File: src/rtl/sm_cpu_pkg.sv
// ============================================================================
// Module  : sm_cpu_pkg
// Brief   : Shared widths, reset PC and fetch entry type for the sm CPU.
// Revision: 1.0 - initial release
// ============================================================================
`default_nettype none

package sm_cpu_pkg;

  localparam int          XLEN             = 32;
  localparam int          INSTR_W          = 32;
  localparam logic [31:0] DEFAULT_RESET_PC = 32'h0000_0000;

  typedef struct packed {
    logic [INSTR_W-1:0] instr;
    logic [XLEN-1:0]    pc;
  } fetch_entry_t;

  // Byte PC to ROM word address.
  function automatic logic [XLEN-1:0] word_addr(input logic [XLEN-1:0] pc);
    return pc >> 2;
  endfunction

endpackage

`default_nettype wire

File: src/rtl/sm_fetch_fifo.sv
// ============================================================================
// Module  : sm_fetch_fifo
// Brief   : Synchronous prefetch FIFO with flush and async active-low reset.
// Revision: 1.0 - initial release
// ============================================================================
`default_nettype none

module sm_fetch_fifo #(
  parameter int DEPTH = 4,
  parameter int WIDTH = 64
) (
  input  logic             clk,
  input  logic             rst_n,
  input  logic             push,
  input  logic             pop,
  input  logic             flush,
  input  logic [WIDTH-1:0] wdata,
  output logic [WIDTH-1:0] rdata,
  output logic             full,
  output logic             empty
);

  localparam int c_ptr_w = $clog2(DEPTH);
  localparam int c_cnt_w = c_ptr_w + 1;

  logic [WIDTH-1:0]   r_mem [DEPTH];
  logic [c_ptr_w-1:0] r_rd_ptr;
  logic [c_ptr_w-1:0] r_wr_ptr;
  logic [c_cnt_w-1:0] r_count;

  always_ff @(posedge clk or negedge rst_n) begin
    if (!rst_n) begin
      for (int i = 0; i < DEPTH; i++) r_mem[i] <= '0;
      r_rd_ptr <= '0;
      r_wr_ptr <= '0;
      r_count  <= '0;
    end else if (flush) begin
      // Entries are left in place; only the bookkeeping restarts.
      r_rd_ptr <= '0;
      r_wr_ptr <= '0;
      r_count  <= '0;
    end else begin
      if (push) begin
        r_mem[r_wr_ptr] <= wdata;
        r_wr_ptr        <= r_wr_ptr + 1'b1;
      end
      if (pop) r_rd_ptr <= r_rd_ptr + 1'b1;
      if (push && !pop)      r_count <= r_count + 1'b1;
      else if (pop && !push) r_count <= r_count - 1'b1;
    end
  end

  assign rdata = r_mem[r_rd_ptr];
  assign full  = (r_count == c_cnt_w'(DEPTH));
  assign empty = (r_count == '0);

endmodule

`default_nettype wire

File: src/rtl/sm_fetch.sv
// ============================================================================
// Module  : sm_fetch
// Brief   : Instruction fetch stage: PC, ROM addressing, prefetch FIFO, redirect.
// Revision: 1.0 - initial release
// ============================================================================
`default_nettype none

module sm_fetch
  import sm_cpu_pkg::*;
#(
  parameter int          FIFO_DEPTH = 4,
  parameter logic [31:0] RESET_PC   = DEFAULT_RESET_PC
) (
  input  logic        clk,
  input  logic        rst_n,
  output logic [31:0] im_addr,
  input  logic [31:0] im_data,
  input  logic        redirect,
  input  logic [31:0] redirect_pc,
  output logic        out_valid,
  input  logic        out_ready,
  output logic [31:0] out_instr,
  output logic [31:0] out_pc
);

  logic [XLEN-1:0] r_pc;
  logic            w_full;
  logic            w_empty;
  logic            w_push;
  logic            w_pop;
  fetch_entry_t    w_wentry;
  fetch_entry_t    w_head;

  // Push never looks at out_ready, so decode stalls cannot reach the ROM address.
  assign w_push = ~w_full & ~redirect;
  assign w_pop  = out_valid & out_ready;

  always_ff @(posedge clk or negedge rst_n) begin
    if (!rst_n)      r_pc <= RESET_PC;
    else if (redirect) r_pc <= redirect_pc & ~32'h3;
    else if (w_push) r_pc <= r_pc + 32'd4;
  end

  assign w_wentry = '{instr: im_data, pc: r_pc};

  sm_fetch_fifo #(
    .DEPTH (FIFO_DEPTH),
    .WIDTH ($bits(fetch_entry_t))
  ) u_fifo (
    .clk   (clk),
    .rst_n (rst_n),
    .push  (w_push),
    .pop   (w_pop),
    .flush (redirect),
    .wdata (w_wentry),
    .rdata (w_head),
    .full  (w_full),
    .empty (w_empty)
  );

  assign im_addr   = word_addr(r_pc);
  assign out_valid = ~w_empty;
  assign out_instr = w_head.instr;
  assign out_pc    = w_head.pc;

endmodule

`default_nettype wire
File: config.mk
export PLATFORM = sky130hd
export DESIGN_NAME = sm_fetch
export DESIGN_NICKNAME = d
export VERILOG_FILES = /design/src/rtl/sm_cpu_pkg.sv /design/src/rtl/sm_fetch_fifo.sv /design/src/rtl/sm_fetch.sv
export SDC_FILE = /design/constraint.sdc
export NUM_CORES = 1
export LEC_CHECK = 0
export BUFFER_PORTS_ARGS = -buffer_cell sky130_fd_sc_hd__buf_4
export CORE_ASPECT_RATIO = 0.6
export CORE_MARGIN = 1.5
export CORE_UTILIZATION = 49
export DETAILED_ROUTE_END_ITERATION = 16
export PLACE_DENSITY = 0.78
export SLEW_MARGIN = 5
export SYNTH_ARGS = -nofsm -noshare
export SYNTH_HDL_FRONTEND = slang
export SYNTH_SLANG_ARGS = --single-unit
File: constraint.sdc
create_clock -name clk -period 3.3 [get_ports clk]
set_input_delay 0.66 -clock clk [delete_from_list [all_inputs] [get_ports clk]]
set_output_delay 0.66 -clock clk [all_outputs]
set_load 0.01 [all_outputs]
==> impl_results.md <==
- Run status: finished clean
- Post-CTS Setup Repair Bufs: 0
- Critical path start-end classification: register to output port
- Slowest-stage cell, CP: dfrtp_4
- Gr ovfl total: 0
- Design Area, Final: between 15,000 and 20,000 um^2
- Top cell types by occurrence after synthesis: dfrtp_1, mux2_2, mux4_2, nand2_1, clkbuf_1
- Number of global-route vias before repair: approximately 8,100
- Count of filler cells inserted in the layout: 1,983
- CP cell instances: buf_12 > mux4_2 > buf_4
- Number of iterations in the first detailed-routing pass: 4
- WL final: around 28,000 um
- Number of synthesized register bits: about 290
- Min cycle time layout: between 2 and 3 ns
- Number of enable-type register cells in the synthesized netlist: 0
- Compound-Gate Fraction of Synth Area: under 10%
- Overall die area: between 20,000 and 30,000 um^2
- Clock tree buffer depth: 3
- Number of buffers inserted by hold repair at cts: 0
- Floorplan die width: 212 um
- Largest net degree at the start of global routing: 89
- Number of max-slew violations in the final report: 0
- Top-level port count: ~170
- Synth Area in Simple Gates: ~4.6%
- Cells after synthesis: ~850
- Number of buffers created by CTS: 27
- Share of flip-flops with an asynchronous set or reset: 100%
- Later-pin clock latency in the skew report: 0.54 ns
- Sequential element share of the synthesized area: between 50% and 60%
- Core Region: roughly 26,000 um^2
- Post-route setup TNS: 0 ns
- Antenna violations before repair: 0
- Crit path capture type: output port
- Layout cell share with drive strength beyond 1: between 50% and 60%
- Via count of the routed design: ~7,400
- Die boundary height: between 100 and 150 um
- Area fraction of the dominant cell type after synthesis: 55.6%
- Max-capacitance violation count: 0
- Routed vias/inst: about 5.5
- Kind of path behind the tightest hold check: input port to async pin
- Top cells by area, synth: dfrtp_1, mux2_2, mux4_2
- Number of port buffers: between 150 and 200
- Fin Clk Skew: 0.00995 ns
- Clock transition at path regs: ~0.070 ns
- Count of synthesis-stage warnings from yosys: 0
- Overall fraction of global-route tracks in use: a little over a fifth
- Post-DP HPWL: 17,100 um
- Hold violation count in the final report: 0
- Worst max-slew margin expressed relative to the limit: 29.8%
- Number of standard-cell rows in the floorplan: 45
- Avg Inst Size Synth: approximately 15 um^2
- Cell accounting for the most synthesized area: dfrtp_1
- Worst-margin pin slew: about 1.1 ns
- Largest family of logic cells by synthesized area: multiplexers
- Final Net Count: ~1,100
- Area growth syn-to-layout: 19.0%
- Peak per-stage delay on the critical path: approximately 0.71 ns
- Antenna violation net count after detailed routing: 0
- Clock root buffer master: clkbuf_16
- Number of diodes: 0
- Number of distinct library cells after synthesis: 39
- Max Fanout on Critical Path: 26
- Post-detailed-route wirelength per cell: 20.5 um
- Starting DRT DRC Count: approximately 380
- Power density normalized to cell area: between 900 and 1000 nW/um^2
- Arrival time of data at the critical path endpoint: 2.31 ns
- Maximum clock frequency: 336 MHz
- Quantity of gates resized following cts: 0
- Flip-flop cell with the highest count after synthesis: dfrtp_1
- Multi-input gate area: between 5000 and 6000 um^2
- Clock sink count: between 200 and 300
- Unrepaired setup endpoints after global routing: false
- Clock tree from TritonCTS: done
- Post-place instance area: 14,300 um^2
- Post-synthesis adder-cell area fraction: less than 1%
- Lkg Pwr: roughly 0.0065 uW
- Total power: between 10,000 and 15,000 uW
- Register area: 7140 um^2
- Fin crit share: 90.1%
- Remaining design rule violation count: 0
- Cell area after technology mapping: 12,800 um^2
- Mux contribution to synthesized area: 32.9%
- H-tree depth: 1
- Endpoints failing setup: 0
- Routability congestion estimate: ~0.74
- IR Drop Worst-Case VDD: 516 uV
- Global-route wire length before repair: 45,400 um
- CP startpoint kind: register
- Starting density of the core: between 50% and 60%
- XOR/XNOR Fraction of Synth Area: 2.32%
- Most frequent cell after synthesis: dfrtp_1
- Data required time of the critical path: between 2 and 3 ns
-- flip-flops by register name, indices dropped and copies added (netlist names) --
name,count
r_pc,30
u_fifo.r_count,3
u_fifo.r_mem,248
u_fifo.r_rd_ptr,2
u_fifo.r_wr_ptr,2
-- final timing paths --
check                           slack (ns)                 to          startpoint  depth (start not counted)
worst max-delay path                  0.33         out_pc[27]  u_fifo.r_rd_ptr[0]                          3
worst min-delay path                  0.05  u_fifo.r_mem[214]               rst_n                          1
worst max register to register        0.82   u_fifo.r_mem[22]   u_fifo.r_count[2]                          5
worst min register to register        0.50    u_fifo.r_mem[9]     u_fifo.r_mem[9]                          1
max in group asynchronous             2.44   u_fifo.r_mem[32]               rst_n                          2
min in group clk                      0.33           r_pc[11]     redirect_pc[11]                          3
-- per-stage QoR --
stage | util (%) | hold WS (ns) | cells | setup slack [ns]
4_1_cts | 59.8 | 0.0470 | 1354 | 0.231
3_3_place_gp | 56.2 | 0.484 | 1305 | 0.822
2_1_floorplan | - | 0.364 | 851 | 0.973
3_5_place_dp | 56.2 | 0.490 | 1305 | 0.778
5_1_grt | 59.8 | 0.0621 | 1354 | 0.189
6_report | 59.8 | 0.0468 | 1354 | 0.325
-- final cells by class --
cell class	instances	share of cell area, %
Clock buffer	36	4.91
Clock inverter	13	1.21
Inverter	9	0.221
Multi-Input combinational cell	490	35.2
Sequential cell	285	46.8
Tap cell	352	2.89
Timing Repair Buffer	169	8.77
-- power breakdown --
| part | total [uW] | internal [uW] | switching [uW] |
|---|---|---|---|
| combinational | 5520 | 3400 | 2120 |
| sequential | 6060 | 5090 | 978 |
| clock | 3280 | 1920 | 1350 |
-- routing by layer --
layer | GRT usage (%) | wire length, um | part of all wire, % | up-vias
li1 | - | - | - | 3339
met5 | 0 | 0 | 0 | -
met1 | 32.0 | 13000 | 47 | 3908
met2 | 33.2 | 12700 | 46 | 174
met3 | 4.41 | 1710 | 6.2 | 24
met4 | 3.32 | 308 | 1.1 | 0
-- cell families after synthesis --
kind of cell | count (synthesis)
xor+xnor | 34
simple gates | 102
mux | 313
other cells | 1
fa+ha+maj | 6
compound gates | 31
buf+inv | 76
flops | 285
-- worst max-delay path, delay by kind of cell (launching register included) --
family,cells,cell delay [ns]
buffers and inverters,2,0.47
flip-flops,1,0.71
multiplexers,1,0.58
-- cell usage in the layout (no fill, tap or decap), types with 5 or more instances in the layout --
| cell | synthesis | final |
|---|---|---|
| xnor2_1 | 22 | 22 |
| ha_1 | 5 | 5 |
| mux4_2 | 62 | 62 |
| nor2_1 | 10 | 10 |
| nand3_1 | 10 | 10 |
| o21ai_1 | 11 | 11 |
| nor3_1 | 6 | 6 |
| or3_1 | 6 | 6 |
| clkbuf_1 | 31 | 5 |
| mux2_2 | 250 | 250 |
| xor2_1 | 12 | 12 |
| dfrtp_1 | 285 | 283 |
| buf_12 | 0 | 5 |
| inv_1 | 9 | 9 |
| buf_4 | 4 | 163 |
| clkbuf_16 | 0 | 27 |
| nor4_2 | 7 | 7 |
| o21ai_0 | 17 | 17 |
| nand2_1 | 40 | 40 |
Power figures use the tool's default switching activity.
